**src/rtl/pkt_dequeue_engine_if.sv**
```systemverilog
// Signal bundle between the packet dequeue engine and its scheduler,
// free-list address manager, packet data RAM and output stream sink.
interface pkt_dequeue_engine_if #(
    parameter int ADDR_WIDTH = 12,
    parameter int DATA_WIDTH = 64,
    parameter int LEN_WIDTH  = 12
);
    logic                  s_desc_valid;
    logic                  s_desc_ready;
    logic [ADDR_WIDTH-1:0] s_desc_sop_addr;
    logic [LEN_WIDTH-1:0]  s_desc_len;
    logic                  addr_rd_en;
    logic                  addr_rd_first_word_en;
    logic [ADDR_WIDTH-1:0] addr_rd_pkt_sop_addr;
    logic [ADDR_WIDTH-1:0] addr_fl_tail_next;
    logic                  addr_is_empty;
    logic                  ram_rd_en;
    logic [ADDR_WIDTH-1:0] ram_rd_addr;
    logic [DATA_WIDTH-1:0] ram_rd_data;
    logic [DATA_WIDTH-1:0] m_axis_tdata;
    logic                  m_axis_tvalid;
    logic                  m_axis_tready;
    logic                  m_axis_tlast;
    logic                  desc_err;

    modport master (
        input  s_desc_valid, s_desc_sop_addr, s_desc_len,
        input  addr_fl_tail_next, addr_is_empty,
        input  ram_rd_data, m_axis_tready,
        output s_desc_ready, addr_rd_en, addr_rd_first_word_en,
        output addr_rd_pkt_sop_addr, ram_rd_en, ram_rd_addr,
        output m_axis_tdata, m_axis_tvalid, m_axis_tlast, desc_err
    );

    modport slave (
        output s_desc_valid, s_desc_sop_addr, s_desc_len,
        output addr_fl_tail_next, addr_is_empty,
        output ram_rd_data, m_axis_tready,
        input  s_desc_ready, addr_rd_en, addr_rd_first_word_en,
        input  addr_rd_pkt_sop_addr, ram_rd_en, ram_rd_addr,
        input  m_axis_tdata, m_axis_tvalid, m_axis_tlast, desc_err
    );
endinterface

```
**src/rtl/pkt_dequeue_engine.sv**
```systemverilog
// Walks a packet's word chain, frees words to the address manager and streams them out.
// Optional PKT_DEQ_STATS_EN adds stat_pkt_cnt / stat_word_cnt beat counters.
module pkt_dequeue_engine #(
    parameter int ADDR_WIDTH = 12,
    parameter int DATA_WIDTH = 64,
    parameter int LEN_WIDTH  = 12,
    parameter int FIFO_DEPTH = 4
) (
    input  logic clk,
    input  logic rst,
    pkt_dequeue_engine_if.master bus
`ifdef PKT_DEQ_STATS_EN
    ,
    output logic [31:0] stat_pkt_cnt,
    output logic [31:0] stat_word_cnt
`endif
);
    localparam int PW = $clog2(FIFO_DEPTH);

    typedef enum logic {IDLE, ISSUE} state_t;

    state_t                state_q;
    state_t                state_d;
    logic [ADDR_WIDTH-1:0] sop_q;
    logic [LEN_WIDTH-1:0]  rem_q;
    logic                  first_q;
    logic                  inflight_q;
    logic                  last_q;
    logic [DATA_WIDTH:0]   mem [FIFO_DEPTH];
    logic [PW-1:0]         wr_ptr;
    logic [PW-1:0]         rd_ptr;
    logic [PW:0]           count_q;
    logic [PW+1:0]         occ;
    logic                  accept;
    logic                  issue;
    logic                  push;
    logic                  pop;

    // Occupancy counts the word already in flight from the RAM.
    assign occ    = {1'b0, count_q} + {{(PW+1){1'b0}}, inflight_q};
    assign accept = bus.s_desc_valid && bus.s_desc_ready;
    assign push   = inflight_q;
    assign pop    = bus.m_axis_tvalid && bus.m_axis_tready;

    always_ff @(posedge clk) begin
        if (rst) state_q <= IDLE;
        else     state_q <= state_d;
    end

    always_comb begin
        state_d = state_q;
        unique case (1'b1)
            state_q == IDLE:
                if (accept && bus.s_desc_len != '0) state_d = ISSUE;
            state_q == ISSUE:
                if (issue && rem_q == LEN_WIDTH'(1)) state_d = IDLE;
        endcase
    end

    always_comb begin
        bus.s_desc_ready = 1'b0;
        bus.desc_err     = 1'b0;
        issue            = 1'b0;
        unique case (1'b1)
            state_q == IDLE: begin
                bus.s_desc_ready = !rst;
                bus.desc_err     = !rst && bus.s_desc_valid
                                   && bus.s_desc_len == '0;
            end
            state_q == ISSUE:
                issue = !rst && !bus.addr_is_empty
                        && occ < (PW+2)'(FIFO_DEPTH);
        endcase
        bus.addr_rd_en            = issue;
        bus.ram_rd_en             = issue;
        bus.addr_rd_first_word_en = issue && first_q;
        bus.ram_rd_addr           = '0;
        if (issue)
            bus.ram_rd_addr = first_q ? sop_q : bus.addr_fl_tail_next;
    end

    assign bus.addr_rd_pkt_sop_addr = sop_q;

    always_ff @(posedge clk) begin
        if (rst) begin
            sop_q      <= '0;
            rem_q      <= '0;
            first_q    <= 1'b0;
            inflight_q <= 1'b0;
            last_q     <= 1'b0;
        end else begin
            inflight_q <= issue;
            last_q     <= issue && rem_q == LEN_WIDTH'(1);
            if (accept && bus.s_desc_len != '0) begin
                sop_q   <= bus.s_desc_sop_addr;
                rem_q   <= bus.s_desc_len;
                first_q <= 1'b1;
            end else if (issue) begin
                rem_q   <= rem_q - LEN_WIDTH'(1);
                first_q <= 1'b0;
            end
        end
    end

    always_ff @(posedge clk) begin
        if (push) mem[wr_ptr] <= {last_q, bus.ram_rd_data};
    end

    always_ff @(posedge clk) begin
        if (rst) begin
            wr_ptr  <= '0;
            rd_ptr  <= '0;
            count_q <= '0;
        end else begin
            if (push) wr_ptr <= wr_ptr + PW'(1);
            if (pop)  rd_ptr <= rd_ptr + PW'(1);
            unique case ({push, pop})
                2'b10:   count_q <= count_q + (PW+1)'(1);
                2'b01:   count_q <= count_q - (PW+1)'(1);
                default: count_q <= count_q;
            endcase
        end
    end

    // Head is masked so idle outputs read as zero.
    assign bus.m_axis_tvalid = count_q != '0;
    assign {bus.m_axis_tlast, bus.m_axis_tdata} =
        bus.m_axis_tvalid ? mem[rd_ptr] : '0;

`ifdef PKT_DEQ_STATS_EN
    always_ff @(posedge clk) begin
        if (rst) begin
            stat_pkt_cnt  <= '0;
            stat_word_cnt <= '0;
        end else if (pop) begin
            stat_word_cnt <= stat_word_cnt + 32'd1;
            if (bus.m_axis_tlast) stat_pkt_cnt <= stat_pkt_cnt + 32'd1;
        end
    end
`endif
endmodule

```
**src/flat_wrapper.sv**
```systemverilog
// flat-port wrapper written by rule: the top's interface ports become plain ports
module pkt_dequeue_engine_flat 
#(
    parameter int ADDR_WIDTH = 12,
    parameter int DATA_WIDTH = 64,
    parameter int LEN_WIDTH  = 12,
    parameter int FIFO_DEPTH = 4
)
  (clk, rst, bus_s_desc_valid, bus_s_desc_sop_addr, bus_s_desc_len, bus_addr_fl_tail_next, bus_addr_is_empty, bus_ram_rd_data, bus_m_axis_tready, bus_s_desc_ready, bus_addr_rd_en, bus_addr_rd_first_word_en, bus_addr_rd_pkt_sop_addr, bus_ram_rd_en, bus_ram_rd_addr, bus_m_axis_tdata, bus_m_axis_tvalid, bus_m_axis_tlast, bus_desc_err);
  pkt_dequeue_engine_if #(.ADDR_WIDTH(ADDR_WIDTH), .DATA_WIDTH(DATA_WIDTH), .LEN_WIDTH(LEN_WIDTH)) bus_i ();
  input  logic clk;
  input  logic rst;
  input wire logic [$bits(bus_i.s_desc_valid)-1:0] bus_s_desc_valid;
  input wire logic [$bits(bus_i.s_desc_sop_addr)-1:0] bus_s_desc_sop_addr;
  input wire logic [$bits(bus_i.s_desc_len)-1:0] bus_s_desc_len;
  input wire logic [$bits(bus_i.addr_fl_tail_next)-1:0] bus_addr_fl_tail_next;
  input wire logic [$bits(bus_i.addr_is_empty)-1:0] bus_addr_is_empty;
  input wire logic [$bits(bus_i.ram_rd_data)-1:0] bus_ram_rd_data;
  input wire logic [$bits(bus_i.m_axis_tready)-1:0] bus_m_axis_tready;
  output wire logic [$bits(bus_i.s_desc_ready)-1:0] bus_s_desc_ready;
  output wire logic [$bits(bus_i.addr_rd_en)-1:0] bus_addr_rd_en;
  output wire logic [$bits(bus_i.addr_rd_first_word_en)-1:0] bus_addr_rd_first_word_en;
  output wire logic [$bits(bus_i.addr_rd_pkt_sop_addr)-1:0] bus_addr_rd_pkt_sop_addr;
  output wire logic [$bits(bus_i.ram_rd_en)-1:0] bus_ram_rd_en;
  output wire logic [$bits(bus_i.ram_rd_addr)-1:0] bus_ram_rd_addr;
  output wire logic [$bits(bus_i.m_axis_tdata)-1:0] bus_m_axis_tdata;
  output wire logic [$bits(bus_i.m_axis_tvalid)-1:0] bus_m_axis_tvalid;
  output wire logic [$bits(bus_i.m_axis_tlast)-1:0] bus_m_axis_tlast;
  output wire logic [$bits(bus_i.desc_err)-1:0] bus_desc_err;
  assign bus_i.s_desc_valid = bus_s_desc_valid;
  assign bus_i.s_desc_sop_addr = bus_s_desc_sop_addr;
  assign bus_i.s_desc_len = bus_s_desc_len;
  assign bus_i.addr_fl_tail_next = bus_addr_fl_tail_next;
  assign bus_i.addr_is_empty = bus_addr_is_empty;
  assign bus_i.ram_rd_data = bus_ram_rd_data;
  assign bus_i.m_axis_tready = bus_m_axis_tready;
  assign bus_s_desc_ready = bus_i.s_desc_ready;
  assign bus_addr_rd_en = bus_i.addr_rd_en;
  assign bus_addr_rd_first_word_en = bus_i.addr_rd_first_word_en;
  assign bus_addr_rd_pkt_sop_addr = bus_i.addr_rd_pkt_sop_addr;
  assign bus_ram_rd_en = bus_i.ram_rd_en;
  assign bus_ram_rd_addr = bus_i.ram_rd_addr;
  assign bus_m_axis_tdata = bus_i.m_axis_tdata;
  assign bus_m_axis_tvalid = bus_i.m_axis_tvalid;
  assign bus_m_axis_tlast = bus_i.m_axis_tlast;
  assign bus_desc_err = bus_i.desc_err;
  pkt_dequeue_engine #(.ADDR_WIDTH(ADDR_WIDTH), .DATA_WIDTH(DATA_WIDTH), .LEN_WIDTH(LEN_WIDTH), .FIFO_DEPTH(FIFO_DEPTH)) u_core (.clk(clk), .rst(rst), .bus(bus_i));
endmodule
```
**config.mk**
```make
export PLATFORM = sky130hd
export DESIGN_NAME = pkt_dequeue_engine_flat
export DESIGN_NICKNAME = d
export VERILOG_FILES = /design/src/rtl/pkt_dequeue_engine_if.sv /design/src/rtl/pkt_dequeue_engine.sv /design/src/flat_wrapper.sv
export SDC_FILE = /design/constraint.sdc
export NUM_CORES = 1
export LEC_CHECK = 0
export CAP_MARGIN = 0
export CORE_ASPECT_RATIO = 0.6
export CORE_UTILIZATION = 23
export DETAILED_ROUTE_END_ITERATION = 7
export PLACE_DENSITY = 0.39
export SYNTH_ARGS = -nofsm -noshare
export SYNTH_HDL_FRONTEND = slang
export SYNTH_SLANG_ARGS = --single-unit
```
**constraint.sdc**
```tcl
create_clock -name clk -period 3.37 [get_ports clk]
set_input_delay 1.011 -clock clk [delete_from_list [all_inputs] [get_ports clk]]
set_output_delay 1.011 -clock clk [all_outputs]
set_load 0.01 [all_outputs]
```
==> out/metrics.csv, run 1 <==
metric,value,unit
crit_arrival,2.34,ns
crit_chain,"clkdlybuf4s50_1, or4_4, nor4_4, buf_2",
setup_ws,0.0239,ns
worst-path-stages,4,
cp_top_family,simple AND/OR/NAND/NOR gates,
grt_pass1_wl,46100,microns
grt.overflow.total,0,
synth_cell_types,48,
cp_max_fo,2,
r2r_slack,0.81,ns
globalRouteTotalUtil,12.0,%
via_per_inst,4.11,
start_util,23.5,%
design_area,16200,sq um
area_growth,38.0,%
hp-start,u_core.rem_q[7],
slew_viol_final,0,
h-tree-depth,2,
cts-root-buf,clkbuf_16,
seqCellArea,8560,sq um
finalSetupViolations,0,
hold_ws,0.500,ns
cts_buffer_depth,3,
worst_setup_path_start_kind,input pin,
critical_path_buf_inv_count,2,
ys_seq_area_share,72.8,%
hp-class,reg2reg,
antennaDiodeCount,0,
grt_start_max_net_pins,37,
rows,63,
avgRoutedWirePerCell,19.5,microns
cts.clk_slew.worst_paths,0.06,ns
finalSetupTns,0,ns
slew_headroom,55.6,%
cp.required,2.36,ns
endpoint_kind,primary output,
p_per_area,535,nW/um^2
synth.ff_latch_count,297,
drv_cap,0,
power.static_leakage,5.59,nW
insertion_delay,0.51,ns
drt-initial-drc-count,369,
synth_edf_count,260,
status,"complete, no violations",
layout_min_cycle_time,3.35,ns
drt_wl_total,31100,microns
fin_skew,0.0232,ns
portBuffers,199,
finalCritPeriodShare,99.3,%
place_congestion,0.762,
dp_hpwl,18600,microns
min_delay_worst_endpoint,u_core.rem_q[7],
die_area,52000,sq um
core,49900,sq um
syn-cell-area,11700,sq um
slowest_stage,or4_4,
num_vias,6540,
drc_errors,0,
ios,200,
drtAntennaViolNets,0,
yosysMostFrequentCell,edfxtp_1,
cts_buffers,34,
multiInputGateArea,3020,sq um
max_slew.worst_pin.slew,0.666,ns
syn_nets,739,
placed_area,14900,sq um
drtPass1Iterations,4,
finalNetCount,1001,
drive_gt1_share,24.4,%
cts_tree,done,
r2r_start,u_core.count_q[2],
die_w,294,microns
final_util,32.5,%
fmaxAchievable,0.299,GHz
grt_pass1_vias,6890,
avgSynthCellArea,18.8,sq um
die_y,177,microns
r2r_end,u_core.count_q[2],
worstSetupPathType,in2out,
whs_path_depth,2,
max_stage_delay,0.57,ns
place_ws,-0.530,ns
n_fill_cell,4812,
synth_common_cells,"edfxtp_1 (260), and2_1 (70), mux4_2 (65), dfxtp_1 (37), nor2_1 (34)",
synth_area_leaders,"edfxtp_1 (66%), mux4_2 (12%), dfxtp_1 (6.3%)",
syn_inst,626,
ys.flop_type,edfxtp_1,
clkSinkCount,297,
synth_area_leader_cell,edfxtp_1,
synth.top_cell.area_share,66.5,%
ir_worst_vdd,0.263,mV
rr_worst_depth,9,
yosys_warnings,0,
postSynth.asyncResetShare,0,%
hold_violations,0,
rsz0062_at_grt,true,
antenna_found_initial,1,
==> power breakdown <==
part           switching [W]  internal, W
logic               0.000426     0.000527
registers          0.0000290      0.00404
clock network        0.00147      0.00218
==> how the worst max path moves through the flow <==
stage                            startpoint                 end
after floorplan                         rst  bus_ram_rd_addr[0]
after global placement    bus_s_desc_len[6]        bus_desc_err
after CTS                 bus_s_desc_len[6]        bus_desc_err
after detailed placement  bus_s_desc_len[6]        bus_desc_err
final                     bus_s_desc_len[1]        bus_desc_err
after global routing      bus_s_desc_len[1]        bus_desc_err
==> placed cells by master (no fill, tap or decap), drive strengths merged, types with 3 or more instances in the layout <==
cell type	count
nand2	10
dlygate4sd2	45
a31oi	6
or3	7
clkdlybuf4s50	110
xor2	6
o211ai	5
ha	7
mux4	65
inv	13
edfxtp	260
dfxtp	37
clkbuf	64
bufinv	3
nor2	34
a21oi	9
a22oi	4
or4	5
nor3	3
buf	60
nand3	8
nand4	3
and2	70
mux2i	25
clkdlybuf4s15	15
clkinv	8
dlymetal6s2s	7
bufbuf	3
==> per-stage QoR <==
stage / total power (W) / std cells
2_1_floorplan: 0.00454 / 626
3_3_place_gp: 0.00505 / 1511
3_5_place_dp: 0.00504 / 1511
4_1_cts: 0.00887 / 1592
5_1_grt: 0.00905 / 1593
6_report: 0.00868 / 1593
==> sequential cells by signal, indices dropped and copies added (netlist names), named ones only <==
| register | count |
|---|---|
| u_core.last_q | 1 |
| u_core.wr_ptr | 2 |
| u_core.first_q | 1 |
| u_core.mem | 260 |
| u_core.bus.addr_rd_pkt_sop_addr | 12 |
| u_core.rem_q | 12 |
| u_core.inflight_q | 1 |
| u_core.rd_ptr | 2 |
| u_core.state_q | 1 |
| u_core.count_q | 3 |
==> per-layer routing <==
layer | track usage [%] | part of all wire (%) | vias up
met2 | 17.5 | 43 | 128
met5 | 0 | 0 | -
met1 | 17.9 | 50 | 3381
met3 | 2.80 | 4.9 | 42
li1 | - | - | 2989
met4 | 2.93 | 1.7 | 0
==> cell type report <==
class | count | share of cell area [%]
timing repair buffer | 260 | 16.4
sequential | 297 | 52.8
clock buffer | 44 | 5.73
multi-input combinational | 285 | 18.6
clock inverter | 15 | 1.00
inverter | 10 | 0.232
tap | 682 | 5.26
==> cells by family (layout without fill, tap and decap cells) <==
family | count (synthesis) | count (layout) | synth area share, %
fa+ha+maj | 8 | 8 | 0.916
mux | 90 | 90 | 14.6
xor+xnor | 8 | 8 | 0.596
flops | 297 | 297 | 72.8
buf+inv | 44 | 329 | 1.87
compound gates | 30 | 30 | 1.95
simple gates | 149 | 149 | 7.31
==> worst register-to-register path: cells and delay by family (launching register included) <==
family | cells | cell delay, ns
adder cells (fa/ha/maj) | 2 | 0.61
AO/OA/AOI/OAI | 1 | 0.15
buffers and inverters | 2 | 0.41
XOR/XNOR | 1 | 0.16
AND/OR/NAND/NOR | 3 | 0.72
flip-flops | 1 | 0.43
==> what timing repair did <==
item / 4_1_cts / 5_1_grt
resized for setup: 128 / 43
endpoints found under the setup margin: 81 / 37
pin swaps: 1 / 4
hold buffers: 0 / 0
cloned: 8 / 1
buffers inserted: 14 / 0
(Power assumes the default switching activity.)
==> run 2, diff against run 1 <==
--- a/config.mk
+++ b/config.mk
@@ -5,7 +5,6 @@
 export SDC_FILE = /design/constraint.sdc
 export NUM_CORES = 1
 export LEC_CHECK = 0
-export CAP_MARGIN = 0
 export CORE_ASPECT_RATIO = 0.6
 export CORE_UTILIZATION = 23
 export DETAILED_ROUTE_END_ITERATION = 7
==> results of run 2 <==
Final layout, timing and power as in run 1 (identical DEF).
==> run 3, diff against run 2 <==
--- a/config.mk
+++ b/config.mk
@@ -7,8 +7,11 @@
 export LEC_CHECK = 0
 export CORE_ASPECT_RATIO = 0.6
 export CORE_UTILIZATION = 23
+export CTS_CLUSTER_SIZE = 12
 export DETAILED_ROUTE_END_ITERATION = 7
 export PLACE_DENSITY = 0.39
+export REMOVE_ABC_BUFFERS = 1
+export SKIP_LAST_GASP = 1
 export SYNTH_ARGS = -nofsm -noshare
 export SYNTH_HDL_FRONTEND = slang
 export SYNTH_SLANG_ARGS = --single-unit
==> run 3 against run 2 <==
The run now ends with negative setup slack left. Utilization down 0.18 points. Routed wire length down 3.4%. Via count fell by 1.4%. First-iteration DRC count down 17%. Clock skew shrank 0.0048 ns. Global-route usage decreased by 0.72 points. Register-to-register slack improved by 0.15 ns. Count of clock-buffer cells in the layout is 3 higher.
==> out/metrics.csv, run 3 (same netlist as run 1, synthesis figures left out) <==
metric,value,unit
status,finished with violations,
violations,negative setup slack,
dp_hpwl,17900,microns
holdBufCountCts,0,
drc_errors,0,
setup_ws,-0.0633,ns
r2r_end,u_core.count_q[2],
top_register,u_core.mem,
slew_viol_final,0,
grt_pass1_vias,6789,
drtAntennaViolNets,0,
cts-root-buf,clkbuf_16,
fin_skew,0.0184,ns
antenna_found_initial,1,
layout_min_cycle_time,3.43,ns
grt_pass1_wl,44200,microns
ir_worst_vdd,0.369,mV
die_area,52000,sq um
hold_violations,0,
placed_area,14800,sq um
h-tree-depth,1,
globalRouteTotalUtil,11.3,%
drtPass1Iterations,4,
p_clk_share,39.2,%
crit_chain,"clkdlybuf4s50_1, or4_4, nor4_2, clkbuf_2",
swShare,22.3,%
power_frac_seq,49.5,%
design_area,16100,sq um
drive_gt1_share,20.0,%
max_slew.worst_pin.slew,0.690,ns
start_util,23.5,%
rr_worst_depth,9,
finalSetupTns,-0.0916,ns
endpoint_kind,primary output,
switchingPower,0.00183,W
rsz0062_at_grt,true,
insertion_delay,0.57,ns
power.static_leakage,6.03,nW
cp.required,2.36,ns
rows,63,
slew_headroom,54.0,%
crit_arrival,2.42,ns
grt.overflow.total,0,
max_stage_delay,0.56,ns
worstSetupPathType,in2out,
combPwrFrac,11.3,%
avgRoutedWirePerCell,19.0,microns
core,49900,sq um
worst_setup_path_start_kind,input pin,
hp-class,reg2reg,
r2r_start,u_core.count_q[2],
finalCritPeriodShare,102,%
cts_tree,done,
p_per_area,510,nW/um^2
drt_wl_total,30000,microns
num_vias,6449,
cp_max_fo,2,
cts_buffer_depth,3,
via_per_inst,4.09,
ios,200,
finalSetupViolations,2,
die_y,177,microns
largest_reg_flops,260,
n_fill_cell,4874,
r2r_slack,0.96,ns
clkSinkCount,297,
portBuffers,199,
min_delay_worst_endpoint,u_core.rem_q[7],
drv_cap,0,
slowest_stage,or4_4,
layout_commonest_cell,edfxtp_1,
cts_buffers,31,
drt-initial-drc-count,306,
hp-start,u_core.rem_q[7],
cts.clk_slew.worst_paths,0.06,ns
area_growth,37.2,%
mostFrequentLayoutCells,"edfxtp_1 (260), clkdlybuf4s50_1 (127), and2_1 (66)",
grt_start_max_net_pins,45,
fmaxAchievable,0.291,GHz
finalNetCount,985,
p_int,0.00638,W
hold_ws,0.501,ns
whs_path_depth,2,
cp-startpoint,bus_s_desc_len[2],
place_congestion,0.726,
die_w,294,microns
-- run 3: cell types whose count changed in the layout (fill, tap and decap cells not counted), sizes merged --
cell | previous run | this run
buf | 60 | 47
bufbuf | 3 | 0
bufinv | 3 | 0
clkbuf | 64 | 51
clkdlybuf4s15 | 15 | 10
clkdlybuf4s50 | 110 | 127
clkinv | 8 | 7
diode | 0 | 1
dlygate4sd2 | 45 | 9
dlymetal6s2s | 7 | 50
inv | 13 | 11
-- run 3: cell type report --
cell class / count / area, sq um / share of cell area (%)
sequential: 297 / 8560 / 53.1
multi-input combinational: 285 / 3000 / 18.6
timing repair buffer: 247 / 2730 / 16.9
clock buffer: 47 / 897 / 5.57
tap: 682 / 853 / 5.29
clock inverter: 9 / 46.3 / 0.287
inverter: 10 / 37.5 / 0.233
antenna: 1 / 2.50 / 0.0155
-- run 3: power groups by stage --
stage / clock (W) / combinational, W / sequential, W
floorplan: 0 / 0.000345 / 0.00418
global placement: 0 / 0.000882 / 0.00414
detailed placement: 0 / 0.000882 / 0.00414
CTS: 0.00337 / 0.000915 / 0.00407
global route: 0.00351 / 0.00101 / 0.00407
finish: 0.00322 / 0.000926 / 0.00407
-- run 3: how the worst max path moves through the flow --
| stage | end | slack [ns] | cells past startpoint |
|---|---|---|---|
| after floorplan | bus_m_axis_tdata[0] | -1.25 | 2 |
| final | bus_desc_err | -0.06 | 4 |
| after detailed placement | bus_desc_err | -0.49 | 4 |
| after CTS | bus_m_axis_tdata[31] | -0.20 | 4 |
| after global placement | bus_desc_err | -0.47 | 4 |
| after global routing | bus_m_axis_tdata[6] | -0.15 | 5 |
-- run 3: metrics by stage --
stage / util (%) / instances / setup WS [ns] / power [W]
floorplan: - / 592 / -1.25 / 0.00453
detailed placement: 29.6 / 1506 / -0.493 / 0.00503
global placement: 29.6 / 1506 / -0.468 / 0.00503
global route: 32.3 / 1578 / -0.152 / 0.00859
CTS: 31.7 / 1566 / -0.203 / 0.00835
finish: 32.3 / 1578 / -0.0633 / 0.00821
-- run 3: repair_timing --
action,4_1_cts,5_1_grt
gates cloned,2,4
gates resized for setup,41,63
buffers inserted,2,7
endpoints found under the setup margin,83,75
pin swaps,0,2
-- run 3: worst max-delay path, delay by kind of cell --
kind | cells | cell delay [ns]
AND/OR/NAND/NOR | 2 | 0.77
buffers and inverters | 2 | 0.64
-- run 3: metal layers --
metal	up-vias	track usage, %	part of all wire, %
met5	-	0	0
met4	0	2.47	1.7
met3	40	2.54	4.3
met2	129	17.0	44
met1	3321	16.5	50
li1	2959	-	-
